[src/rtl/min_receive_fsm.sv]
// ---------------------------------------------------------------------------
// min_receive_fsm
//
// Byte-level receiver for MIN-style frames arriving from a UART. It hunts for
// a three-byte 0xAA header, removes stuffing bytes, collects the ID, length
// and payload, checks a CRC32 and the 0x55 end-of-frame marker. A frame that
// passes every check is presented on the o_id/o_len/o_data outputs together
// with a one-cycle o_valid pulse.
//
// Parameters
//   N_DATA_BYTE  maximum payload length the receiver accepts (1..255)
//
// Ports
//   i_clk        clock, every register updates on its rising edge
//   i_rst        synchronous active-high reset
//   i_en         enable; while low, incoming bytes are ignored and state holds
//   i_valid      one-cycle strobe marking a new byte on i_byte
//   i_byte       received UART byte
//   o_valid      one-cycle pulse, a good frame has been delivered
//   o_id         ID/control byte of the last good frame
//   o_len        payload length of the last good frame
//   o_data       payload of the last good frame, first byte most significant
//   o_crc_err    one-cycle pulse, frame dropped because the CRC did not match
//   o_frame_err  one-cycle pulse, frame dropped for bad length or bad EOF byte
//   o_busy       high whenever the receiver is inside a frame
// ---------------------------------------------------------------------------
module min_receive_fsm #(
  parameter int N_DATA_BYTE = 4
) (
  input  logic                     i_clk,
  input  logic                     i_rst,
  input  logic                     i_en,
  input  logic                     i_valid,
  input  logic [7:0]               i_byte,
  output logic                     o_valid,
  output logic [7:0]               o_id,
  output logic [7:0]               o_len,
  output logic [8*N_DATA_BYTE-1:0] o_data,
  output logic                     o_crc_err,
  output logic                     o_frame_err,
  output logic                     o_busy
);

  localparam int          DataWidth  = 8 * N_DATA_BYTE;
  localparam logic [7:0]  HeaderByte = 8'hAA;
  localparam logic [7:0]  StuffByte  = 8'h55;
  localparam logic [7:0]  EofByte    = 8'h55;
  localparam logic [7:0]  MaxLen     = 8'(N_DATA_BYTE);
  localparam logic [31:0] CrcPoly    = 32'hEDB88320;
  localparam logic [31:0] CrcInit    = 32'hFFFFFFFF;

  typedef enum logic [2:0] {
    StHunt,
    StId,
    StLen,
    StPayload,
    StCrc,
    StEof
  } state_t;

  // Registered state
  state_t                 r_state;
  logic [1:0]             r_aaCount;
  logic [31:0]            r_crc;
  logic [31:0]            r_rxCrc;
  logic [DataWidth-1:0]   r_data;
  logic [7:0]             r_byteCount;
  logic [7:0]             r_id;
  logic [7:0]             r_len;
  logic [7:0]             r_outId;
  logic [7:0]             r_outLen;
  logic [DataWidth-1:0]   r_outData;
  logic                   r_outValid;
  logic                   r_crcErr;
  logic                   r_frameErr;

  // Next-state values produced by the combinational process
  state_t                 w_nextState;
  logic [1:0]             w_nextAaCount;
  logic [31:0]            w_nextCrc;
  logic [31:0]            w_nextRxCrc;
  logic [DataWidth-1:0]   w_nextData;
  logic [7:0]             w_nextByteCount;
  logic [7:0]             w_nextId;
  logic [7:0]             w_nextLen;
  logic                   w_goodFrame;
  logic                   w_crcErr;
  logic                   w_frameErr;

  // Helper values
  logic                   w_accept;
  logic                   w_isAa;
  logic                   w_header;
  logic                   w_stuff;
  logic                   w_crcMatch;
  logic [31:0]            w_crcByte;
  logic [DataWidth-1:0]   w_shiftedData;

  // One full byte of the reflected CRC32 in a single cycle: the byte is
  // folded into the low end of the register and eight LSB-first polynomial
  // steps are unrolled.
  function automatic logic [31:0] crcUpdate(input logic [31:0] crcIn,
                                            input logic [7:0]  dataIn);
    logic [31:0] crc;
    crc = crcIn ^ {24'h000000, dataIn};
    for (int k = 0; k < 8; k++) begin
      crc = crc[0] ? ((crc >> 1) ^ CrcPoly) : (crc >> 1);
    end
    return crc;
  endfunction

  // Byte classification. Header detection watches the raw stream in every
  // state, so it is evaluated before any frame-level decision. A 0x55 after
  // exactly two raw 0xAA bytes is a stuffing byte, but only once a frame has
  // started; in HUNT it is just an ordinary byte that breaks the 0xAA run.
  // The CRC stored in the register is the running value before the final
  // inversion, so the received CRC is compared against its complement.
  always_comb begin
    w_accept      = i_en && i_valid;
    w_isAa        = (i_byte == HeaderByte);
    w_header      = w_accept && w_isAa && (r_aaCount == 2'd2);
    w_stuff       = w_accept && !w_isAa && (r_aaCount == 2'd2) &&
                    (i_byte == StuffByte) && (r_state != StHunt);
    w_crcByte     = crcUpdate(r_crc, i_byte);
    w_shiftedData = DataWidth'({r_data, i_byte});
    w_crcMatch    = (r_rxCrc == ~r_crc);
  end

  // Next-state and datapath decisions for one accepted byte. A header wins
  // over everything and silently restarts the frame; a stuffing byte only
  // resets the 0xAA run; any other byte advances the frame state machine.
  // The pulse requests computed here are registered, so every pulse appears
  // in the cycle after the byte that caused it.
  always_comb begin
    w_nextState     = r_state;
    w_nextAaCount   = r_aaCount;
    w_nextCrc       = r_crc;
    w_nextRxCrc     = r_rxCrc;
    w_nextData      = r_data;
    w_nextByteCount = r_byteCount;
    w_nextId        = r_id;
    w_nextLen       = r_len;
    w_goodFrame     = 1'b0;
    w_crcErr        = 1'b0;
    w_frameErr      = 1'b0;

    if (w_header) begin
      w_nextState     = StId;
      w_nextAaCount   = 2'd0;
      w_nextCrc       = CrcInit;
      w_nextRxCrc     = 32'h00000000;
      w_nextData      = '0;
      w_nextByteCount = 8'd0;
    end else if (w_stuff) begin
      w_nextAaCount = 2'd0;
    end else if (w_accept) begin
      w_nextAaCount = w_isAa ? (r_aaCount + 2'd1) : 2'd0;
      unique case (r_state)
        StHunt: begin
          w_nextState = StHunt;
        end
        StId: begin
          w_nextId    = i_byte;
          w_nextCrc   = w_crcByte;
          w_nextState = StLen;
        end
        StLen: begin
          w_nextLen       = i_byte;
          w_nextCrc       = w_crcByte;
          w_nextByteCount = 8'd0;
          if (i_byte > MaxLen) begin
            w_frameErr  = 1'b1;
            w_nextState = StHunt;
          end else if (i_byte == 8'd0) begin
            w_nextState = StCrc;
          end else begin
            w_nextState = StPayload;
          end
        end
        StPayload: begin
          w_nextData = w_shiftedData;
          w_nextCrc  = w_crcByte;
          if (r_byteCount == (r_len - 8'd1)) begin
            w_nextByteCount = 8'd0;
            w_nextState     = StCrc;
          end else begin
            w_nextByteCount = r_byteCount + 8'd1;
          end
        end
        StCrc: begin
          w_nextRxCrc = {r_rxCrc[23:0], i_byte};
          if (r_byteCount == 8'd3) begin
            w_nextByteCount = 8'd0;
            w_nextState     = StEof;
          end else begin
            w_nextByteCount = r_byteCount + 8'd1;
          end
        end
        StEof: begin
          w_nextState = StHunt;
          if (i_byte != EofByte) begin
            w_frameErr = 1'b1;
          end else if (w_crcMatch) begin
            w_goodFrame = 1'b1;
          end else begin
            w_crcErr = 1'b1;
          end
        end
        default: begin
          w_nextState = StHunt;
        end
      endcase
    end
  end

  // Frame state register.
  always_ff @(posedge i_clk) begin
    if (i_rst) begin
      r_state <= StHunt;
    end else begin
      r_state <= w_nextState;
    end
  end

  // Working registers of the frame in progress: 0xAA run length, running
  // CRC, received CRC, payload shift register, byte counter and the ID and
  // length captured for the current frame.
  always_ff @(posedge i_clk) begin
    if (i_rst) begin
      r_aaCount   <= 2'd0;
      r_crc       <= CrcInit;
      r_rxCrc     <= 32'h00000000;
      r_data      <= '0;
      r_byteCount <= 8'd0;
      r_id        <= 8'h00;
      r_len       <= 8'h00;
    end else begin
      r_aaCount   <= w_nextAaCount;
      r_crc       <= w_nextCrc;
      r_rxCrc     <= w_nextRxCrc;
      r_data      <= w_nextData;
      r_byteCount <= w_nextByteCount;
      r_id        <= w_nextId;
      r_len       <= w_nextLen;
    end
  end

  // Delivered-frame registers and status pulses. The frame outputs are
  // loaded only together with o_valid so they keep the last good frame
  // until the next one arrives. The three pulse sources are mutually
  // exclusive because they come from different branches of the EOF/LEN
  // decoding above.
  always_ff @(posedge i_clk) begin
    if (i_rst) begin
      r_outId    <= 8'h00;
      r_outLen   <= 8'h00;
      r_outData  <= '0;
      r_outValid <= 1'b0;
      r_crcErr   <= 1'b0;
      r_frameErr <= 1'b0;
    end else begin
      r_outValid <= w_goodFrame;
      r_crcErr   <= w_crcErr;
      r_frameErr <= w_frameErr;
      if (w_goodFrame) begin
        r_outId   <= r_id;
        r_outLen  <= r_len;
        r_outData <= r_data;
      end
    end
  end

  // Output mapping; busy reflects the registered state directly.
  assign o_valid     = r_outValid;
  assign o_id        = r_outId;
  assign o_len       = r_outLen;
  assign o_data      = r_outData;
  assign o_crc_err   = r_crcErr;
  assign o_frame_err = r_frameErr;
  assign o_busy      = (r_state != StHunt);

endmodule

[config.mk]
export PLATFORM = sky130hd
export DESIGN_NAME = min_receive_fsm
export DESIGN_NICKNAME = d
export VERILOG_FILES = /design/src/rtl/min_receive_fsm.sv
export SDC_FILE = /design/constraint.sdc
export NUM_CORES = 1
export LEC_CHECK = 0
export ABC_CLOCK_PERIOD_IN_PS = 5700
export BUFFER_PORTS_ARGS = -buffer_cell sky130_fd_sc_hd__buf_2
export CORE_MARGIN = 10
export CORE_UTILIZATION = 64
export CTS_CLUSTER_DIAMETER = 50
export DETAILED_ROUTE_END_ITERATION = 8
export GPL_ROUTABILITY_DRIVEN = 1
export HOLD_SLACK_MARGIN = 0.03
export PLACE_DENSITY = 0.85
export SYNTH_ARGS = -nofsm -noshare
export SYNTH_HDL_FRONTEND = slang
export SYNTH_SLANG_ARGS = --single-unit
[constraint.sdc]
create_clock -name i_clk -period 5.7 [get_ports i_clk]
set_clock_uncertainty 0.05 [all_clocks]
set_input_delay 0.57 -clock i_clk [delete_from_list [all_inputs] [get_ports i_clk]]
set_output_delay 0.57 -clock i_clk [all_outputs]
set_load 0.01 [all_outputs]
==> results of run 1 <==
[cell families (layout without fill, tap and decap cells)]
group	Yosys count	count (layout)	share of synthesized area [%]
simple gates	332	332	18.6
flops	176	176	45.6
compound gates	137	137	10.8
xor+xnor	111	111	12.6
mux	65	65	8.44
buf+inv	63	108	3.48
fa+ha+maj	3	3	0.486
[area by class of cell]
class	instances	area share, %
multi-input cells	648	45.8
flip-flops and latches	176	40.9
clock buffers	17	4.94
repair buffers	69	4.33
well taps	147	2.14
clock inverters	15	1.60
inverters	7	0.305
[routing by layer]
| layer | vias to the layer above | global-route usage [%] | wire length (um) | part of all wire, % |
|---|---|---|---|---|
| li1 | 3053 | - | - | - |
| met1 | 2974 | 26.8 | 7900 | 43 |
| met2 | 213 | 34.5 | 8530 | 47 |
| met3 | 42 | 6.49 | 1230 | 6.8 |
| met4 | 0 | 9.92 | 512 | 2.8 |
| met5 | - | 0 | 0 | 0 |
[power by group through the flow]
stage	clock network, W	registers (W)	logic (W)
final	0.00112	0.00125	0.000219
after global routing	0.00118	0.00125	0.000237
after CTS	0.00113	0.00125	0.000217
after detailed placement	0	0.00127	0.000213
after global placement	0	0.00127	0.000212
after floorplan	0	0.00127	0.000173
[cells in the mapped netlist, drive strengths merged]
cell type	count	share of area, %
buf	17	1.2
a31o	1	0.11
or4	3	0.34
mux2	1	0.15
a21o	1	0.097
nor2	96	4.7
nand2b	2	0.16
dfxtp	176	46
clkbuf	39	1.9
a41oi	2	0.23
a41o	1	0.13
nand3b	3	0.29
nor3	10	0.65
nor3b	4	0.39
a22o	1	0.11
or2	2	0.16
inv	7	0.34
mux2i	64	8.3
and3b	1	0.11
a31oi	2	0.16
xnor2	88	10
nand3	7	0.45
or3	5	0.41
o211ai	38	3.7
and4	1	0.11
o32ai	2	0.23
nand4	9	0.73
o21bai	1	0.097
nor2b	2	0.16
and3	1	0.081
o31ai	2	0.19
ha	3	0.49
o31a	1	0.11
a2bb2oi	1	0.11
a211o	1	0.11
nor4	9	1.1
or3b	1	0.11
xor2	23	2.6
and2	3	0.24
nand2	173	8.4
a21oi	69	4.5
o21ai	13	0.84
o22ai	1	0.081
[path summary, 6_finish.rpt]
path / endpoint / slack (ns) / cells after the start
worst max-delay path: o_data[23] / 2.52 / 7
worst min-delay path: r_data[30] / 0.41 / 2
worst max register to register: o_data[23] / 2.52 / 7
worst min register to register: r_data[30] / 0.41 / 2
[registers in the layout (all words and copies together), names as in the netlist, 2 cells and up]
name	flops
r_data	32
r_len	8
r_state	3
r_aaCount	2
r_crc	32
o_id	8
r_rxCrc	32
r_byteCount	8
r_id	8
o_len	8
o_data	32
[metrics by stage]
step | worst slack, ns | area [sq um] | hold WS, ns | util [%] | power (W)
final | 2.52 | 8610 | 0.412 | 72.3 | 0.00258
after global placement | 2.30 | 8050 | 0.394 | 67.6 | 0.00149
after detailed placement | 2.28 | 8050 | 0.405 | 67.6 | 0.00149
after CTS | 2.54 | 8610 | 0.415 | 72.3 | 0.00260
after floorplan | 2.85 | 7720 | 0.386 | - | 0.00144
after global routing | 2.34 | 8610 | 0.427 | 72.3 | 0.00266
[critical path, delay by kind of cell, from the launching register on]
family          cells  cell delay, ns
mux                 1            0.22
buf+inv             1            0.35
simple gates        3            1.26
compound gates      2            0.68
flops               1            0.41
==> flow_summary.toml, run 1 <==
[critical_path]
crit_chain = "o31a_1 > a31o_2 > or4_4 > nor4_4 > buf_12 > mux2i_1 > nor2_1"
critPathKind = "reg -> reg"
arrival_ns = 3.42
crit_start = "r_state[0]"
critPathMaxStageDelay_ns = 0.65
setup.worst_path.end_class = "register"
crit_required_ns = 5.95
cp_slowest_cell = "nor4_4"
path_max_fanout = 43
critPathLaunchType = "register"
rr_startpoint = "r_state[0]"

[placement]
place_inst = 1047
dp_hpwl_um = 12200
gp_congestion = 0.911
io_buffers = 63

[logic_synthesis]
synth_area_per_cell_sq_um = 8.70
syn_nets = 902
synth_seq_cells = 176
yosys.cell_types.count = 51
synth_cells = 887
synth_area_sq_um = 7720
ys_warn_count = 0
ys_seq_area_share_pct = 45.6

[sta]
slew_headroom_pct = 19.1
final.min_clock_period_ns = 3.18
drv_slew = 0
finalSetupViolations = 0
tns_ns = 0
worstMarginPinSlew_ns = 1.21
max_freq_ghz = 0.315
rsz0062_at_grt = "false"
finalHoldViolCount = 0
fin_crit_sh_pct = 55.7

[route]
drc_errors = 0
vias = 6282
routedWlPerCell_um = 16.8
wl_um = 18200
ant_nets = 0
vias_per_cell = 5.82
initialDrtViolationCount = 539
first_pass_iters = 5

[layout]
area_growth_pct = 11.5
drive_gt1_share_pct = 12.1
final_common_cell = "dfxtp_1"
stdcell_count = 1079
multiInputGateArea_sq_um = 3940
seq_area_sq_um = 3520
fillers = 916
diodes = 0
mostFrequentLayoutCells = "176 x dfxtp_1, 173 x nand2_1, 93 x nor2_1"
final_nets = 934

[floorplan]
die_x_um = 130
rows = 40
fp.dieArea_sq_um = 16900
ios = 64
core_sq_um = 11900
start_util_pct = 64.8
die_y_um = 130

[global_route]
grt_max_degree = 70
grt_first_pass_wirelength_um = 29600
grt_pass1_vias = 5988
grt_overflow_total = 0
antenna_found_initial = 0
gr-usage-all-layers_pct = 21.8

[power]
p_int_w = 0.00190
ir_drop_uv = 265
sw_frac_of_total_pct = 26.4
netSwitchingPower_w = 0.000683
pwr-share-seq_pct = 48.3
clkPwrFrac_pct = 43.3
p_comb_share_pct = 8.5
powerDensity_nw_per_um2 = 300
p_leak_nw = 3.33

[cts]
ctsLongestPathBuffers = 2
root_buffer = "clkbuf_16"
clkLatencyLatePin_ns = 0.44
cts_sinks = 176
holdBufCountCts = 0
cts_buffers = 17
clk_pin_slew_ns = 0.07
cts_tree = "yes"
post_cts_buffers = 0
htreeDepth = 4
cts_resized = 0

[min_path]
hold_class = "reg -> reg"
min_from = "r_data[30]"

[run_status]
status = "completed"

[job]
maxCapViolCount = 0
No activity file was read; power rests on OpenSTA's default activity.
==> run 2: changes to the inputs <==
==> config.mk (replaced) <==
export PLATFORM = sky130hd
export DESIGN_NAME = min_receive_fsm
export DESIGN_NICKNAME = d
export VERILOG_FILES = /design/src/rtl/min_receive_fsm.sv
export SDC_FILE = /design/constraint.sdc
export NUM_CORES = 1
export LEC_CHECK = 0
export ABC_CLOCK_PERIOD_IN_PS = 2800
export BUFFER_PORTS_ARGS = -buffer_cell sky130_fd_sc_hd__buf_2
export CORE_MARGIN = 10
export CORE_UTILIZATION = 54
export CTS_CLUSTER_DIAMETER = 50
export DETAILED_ROUTE_END_ITERATION = 8
export GPL_ROUTABILITY_DRIVEN = 1
export HOLD_SLACK_MARGIN = 0.03
export PLACE_DENSITY = 0.76
export SYNTH_ARGS = -nofsm -noshare
export SYNTH_HDL_FRONTEND = slang
export SYNTH_SLANG_ARGS = --single-unit
==> constraint.sdc (replaced) <==
create_clock -name i_clk -period 2.8 [get_ports i_clk]
set_clock_uncertainty 0.05 [all_clocks]
set_input_delay 0.28 -clock i_clk [delete_from_list [all_inputs] [get_ports i_clk]]
set_output_delay 0.28 -clock i_clk [all_outputs]
set_load 0.01 [all_outputs]
==> flow_summary.toml, run 2 (synthesis results as in run 1) <==
[layout]
area_growth_pct = 16.6
seq_area_sq_um = 3520
multiInputGateArea_sq_um = 3940
final_common_cell = "dfxtp_1"
fillers = 1150
mostFrequentLayoutCells = "176 x dfxtp_1, 173 x nand2_1, 93 x nor2_1"
final_nets = 969
drive_gt1_share_pct = 15.1
diodes = 0

[cts]
root_buffer = "clkbuf_16"
ctsLongestPathBuffers = 2
holdBufCountCts = 0
cts_tree = "yes"
clkLatencyLatePin_ns = 0.43
post_cts_buffers = 0
cts_buffers = 17
htreeDepth = 4
cts_resized = 0
clk_pin_slew_ns = 0.06
cts_sinks = 176

[route]
drc_errors = 0
vias_per_cell = 5.50
initialDrtViolationCount = 553
routedWlPerCell_um = 16.6
vias = 6305
wl_um = 19000
ant_nets = 0
first_pass_iters = 5

[sta]
finalHoldViolCount = 0
holdWs_ns = 0.123
slew_headroom_pct = 43.2
worstMarginPinSlew_ns = 0.845
drv_slew = 0
max_freq_ghz = 0.379
finalSetupViolations = 0
rsz0062_at_grt = "false"
tns_ns = 0
final.min_clock_period_ns = 2.64
fin_crit_sh_pct = 94.2

[global_route]
grt_overflow_total = 0
grt_pass1_vias = 6015
gr-usage-all-layers_pct = 18.8
antenna_found_initial = 1
grt_max_degree = 65
grt_first_pass_wirelength_um = 30600

[power]
ir_drop_uv = 608
sw_frac_of_total_pct = 23.0
p_int_w = 0.00425
p_leak_nw = 3.53
p_comb_share_pct = 9.2
netSwitchingPower_w = 0.00127
powerDensity_nw_per_um2 = 613
pwr-share-seq_pct = 45.9
clkPwrFrac_pct = 44.9
p_total_w = 0.00552

[job]
maxCapViolCount = 0

[critical_path]
arrival_ns = 2.89
path_max_fanout = 8
critPathKind = "reg -> reg"
critPathLaunchType = "register"
crit_chain = "inv_1 > ha_1 > o31a_1 > a31o_2 > or4_4 > nor4_4 > buf_2 > mux2i_1 > nor2_1"
crit_required_ns = 3.05
critPathMaxStageDelay_ns = 0.51
setup.worst_path.end_class = "register"
cp_slowest_cell = "or4_4"

[floorplan]
fp.dieArea_sq_um = 19500
die_x_um = 140
core_sq_um = 13900
ios = 64
rows = 43
die_y_um = 140
start_util_pct = 55.4

[min_path]
hold_class = "in -> reg"

[placement]
gp_congestion = 0.951
io_buffers = 63
dp_hpwl_um = 13000

[run_status]
status = "completed"
## run 2: changes by cell type in the layout (fill, tap and decap cells not counted), moves of 2 or more
cell / previous run / this run
buf_4: 5 / 36
bufinv_16: 0 / 3
clkinvlp_4: 0 / 3
clkbuf_1: 0 / 2
clkbuf_8: 0 / 5
inv_6: 7 / 0
buf_12: 1 / 3
inv_8: 4 / 0
clkinv_4: 3 / 1
## run 2: layout make-up
cell class                      count  area share, %
Clock buffer                       24           5.57
Clock inverter                      8           1.40
Multi-Input combinational cell    648           43.7
Timing Repair Buffer              104           7.35
Sequential cell                   176           39.1
Inverter                            7          0.292
Tap cell                          180           2.50
## run 2: worst paths after layout
kind | start | end | slack (ns) | depth (start not counted)
min | i_byte[5] | r_rxCrc[5] | 0.12 | 3
max reg2reg | r_aaCount[0] | o_id[1] | 0.16 | 9
max | r_aaCount[0] | o_id[1] | 0.16 | 9
min reg2reg | r_data[29] | r_data[29] | 0.40 | 2
## run 2: power by group through the flow
stage | logic, W | clock network, W | registers (W)
floorplan | 0.000352 | 0 | 0.00259
global placement | 0.000486 | 0 | 0.00259
detailed placement | 0.000491 | 0 | 0.00259
CTS | 0.000502 | 0.00251 | 0.00254
global route | 0.000541 | 0.00259 | 0.00254
finish | 0.000506 | 0.00248 | 0.00254
## run 2: metal layers
metal / vias up / wire length (um) / GRT usage (%) / share of wire [%]
met2: 170 / 8960 / 30.1 / 47
met4: 0 / 407 / 6.25 / 2.1
met1: 2982 / 8580 / 24.0 / 45
li1: 3120 / - / - / -
met3: 33 / 1030 / 5.17 / 5.4
met5: - / 0 / 0 / 0
## run 2: critical path: cells and delay by family, from the launching register on
| family | cells | cell delay [ns] |
|---|---|---|
| DFF | 1 | 0.35 |
| AOI/OAI and AO/OA | 2 | 0.39 |
| buffers and inverters | 2 | 0.42 |
| muxes | 1 | 0.22 |
| adders and majority gates | 1 | 0.21 |
| and+or+nand+nor | 3 | 0.87 |
## run 2: stage by stage
stage / area (sq um) / cells / setup slack, ns / utilization, %
2_1_floorplan: 7720 / 887 / 0.229 / -
5_1_grt: 9000 / 1147 / 0.00726 / 64.6
4_1_cts: 8990 / 1146 / 0.0681 / 64.5
3_3_place_gp: 8370 / 1114 / 0.195 / 60.0
3_5_place_dp: 8370 / 1114 / 0.116 / 60.0
6_report: 9000 / 1147 / 0.163 / 64.6
==> run 3: changes to the inputs <==
--- a/config.mk
+++ b/config.mk
@@ -5,6 +5,7 @@
 export SDC_FILE = /design/constraint.sdc
 export NUM_CORES = 1
 export LEC_CHECK = 0
+export ABC_AREA = 1
 export ABC_CLOCK_PERIOD_IN_PS = 2800
 export BUFFER_PORTS_ARGS = -buffer_cell sky130_fd_sc_hd__buf_2
 export CORE_MARGIN = 10
@@ -13,6 +14,7 @@
 export DETAILED_ROUTE_END_ITERATION = 8
 export GPL_ROUTABILITY_DRIVEN = 1
 export HOLD_SLACK_MARGIN = 0.03
+export MAX_ROUTING_LAYER = met4
 export PLACE_DENSITY = 0.76
 export SYNTH_ARGS = -nofsm -noshare
 export SYNTH_HDL_FRONTEND = slang
==> flow_summary.toml, run 3 <==
[critical_path]
r2r-end = "r_crc[22]"
critPathLaunchType = "register"
critPathKind = "reg -> reg"
r2r_slack_ns = 0.48
arrival_ns = 2.63
r2r_cells = 9
path_max_fanout = 16
crit_required_ns = 3.11
setup.worst_path.end_class = "register"
rr_startpoint = "r_state[0]"

[min_path]
hold_class = "in -> reg"
min_to = "r_state[0]"
min_path_cells = 2
min_from = "i_rst"

[global_route]
grt_first_pass_wirelength_um = 34100
gr-usage-all-layers_pct = 19.8
grt_pass1_vias = 6795
grt_max_degree = 73
grt_overflow_total = 0
antenna_found_initial = 0

[logic_synthesis]
synth_area_sq_um = 8520
yosys.cell_types.count = 41
synth_seq_cells = 176
synth_area_leaders = "dfxtp_1 41%, nand2_1 12%, xor2_1 7.6%"
ys_seq_area_share_pct = 41.4
yosys.area.top_type_share_pct = 41.4
synth_cells = 1158
ys_warn_count = 0
synth-edff-count = 0
yosysMostFrequentCell = "nand2_1"
ys.flop_type = "dfxtp_1"
synth_top_area_cell = "dfxtp_1"
synthArstFlopShare_pct = 0
synth_area_per_cell_sq_um = 7.35
synth_common_cells = "263 x nand2_1, 176 x dfxtp_1, 144 x nor2_1"
syn_nets = 1173

[placement]
gp_congestion = 0.880
dp_hpwl_um = 14200
io_buffers = 63
place_area_sq_um = 8940
place_inst = 1387

[sta]
rsz0062_at_grt = "false"
fin_crit_sh_pct = 82.8
tns_ns = 0
finalSetupViolations = 0
worstMarginPinSlew_ns = 0.673
drv_slew = 0
slew_headroom_pct = 55.0
finalHoldViolCount = 0
final.min_clock_period_ns = 2.32
max_freq_ghz = 0.431

[power]
p_total_w = 0.00553
p_leak_nw = 4.30
powerDensity_nw_per_um2 = 579
ir_drop_uv = 487

[floorplan]
die_y_um = 146
die_x_um = 146
rows = 45
core_sq_um = 15300
start_util_pct = 55.6
fp.dieArea_sq_um = 21200
ios = 64

[layout]
stdcell_count = 1419
drive_gt1_share_pct = 12.3
final_common_cell = "nand2_1"
fin_util_pct = 62.4
fillers = 1421
mostFrequentLayoutCells = "263 x nand2_1, 176 x dfxtp_1, 142 x nor2_1"
diodes = 0
area_growth_pct = 12.2
final_cell_area_sq_um = 9560
final_nets = 1210

[cts]
clk_pin_slew_ns = 0.07
root_buffer = "clkbuf_16"
cts_tree = "yes"
post_cts_buffers = 0
cts_sinks = 176
cts_buffers = 17
cts_resized = 0
htreeDepth = 4
ctsLongestPathBuffers = 2
holdBufCountCts = 0
clkLatencyLatePin_ns = 0.44

[route]
wl_um = 20900
vias_per_cell = 5.21
routedWlPerCell_um = 14.7
vias = 7390
first_pass_iters = 5
initialDrtViolationCount = 644
drc_errors = 0
ant_nets = 0

[job]
maxCapViolCount = 0

[run_status]
status = "completed"
[run 3: critical path, stage by stage, from the launching register on]
cell and delay [ns]:
dfxtp_1 0.33, inv_2 0.08, nand2_1 0.10, nor2_1 0.13
nor2_1 0.10, a21oi_4 0.33, nand3_1 0.21, inv_1 0.53
o21ai_0 0.19, o21ai_0 0.18
[run 3: area by class of cell]
cell class	instances	area, sq um	share of cell area (%)
multi-input cells	820	4300	45.0
well taps	211	264	2.76
clock buffers	17	425	4.45
repair buffers	79	473	4.95
flip-flops and latches	176	3520	36.9
inverters	101	379	3.97
clock inverters	15	189	1.98
[run 3: kinds of logic after synthesis]
group | share of synthesized area [%]
xor gates and xnor gates | 13.1
buffers and inverters | 8.27
DFF | 41.4
adders and majority gates | 0.441
AOI/OAI and AO/OA | 9.84
and+or+nand+nor | 27.0
[run 3: how the worst max path moves through the flow]
stage / from / to / slack (ns)
6_report: r_state[0] / r_crc[22] / 0.48
5_1_grt: r_state[0] / r_crc[25] / 0.26
4_1_cts: r_state[0] / r_crc[22] / 0.52
3_5_place_dp: i_byte[3] / r_rxCrc[16] / 0.40
3_3_place_gp: i_byte[3] / r_rxCrc[15] / 0.41
2_1_floorplan: i_byte[6] / r_id[3] / 1.05
[run 3: where the power goes]
group          internal (W)  switching [W]
Sequential          0.00252      0.0000225
Combinational      0.000189       0.000325
Clock               0.00136        0.00111
Total               0.00407        0.00146
[run 3: layer usage]
metal  GRT usage, %  share of wire [%]  vias to the layer above
li1               -                  -                     3745
met1           24.2                 44                     3386
met2           31.6                 48                      220
met3           4.04                5.2                       39
met4           7.89                2.1                        0
met5              -                  0                        -
[run 3: metrics by stage]
stage	hold WS [ns]	setup slack (ns)
2_1_floorplan	0.299	1.05
3_3_place_gp	0.400	0.415
3_5_place_dp	0.403	0.401
4_1_cts	0.0382	0.522
5_1_grt	0.0696	0.261
6_report	0.0504	0.482
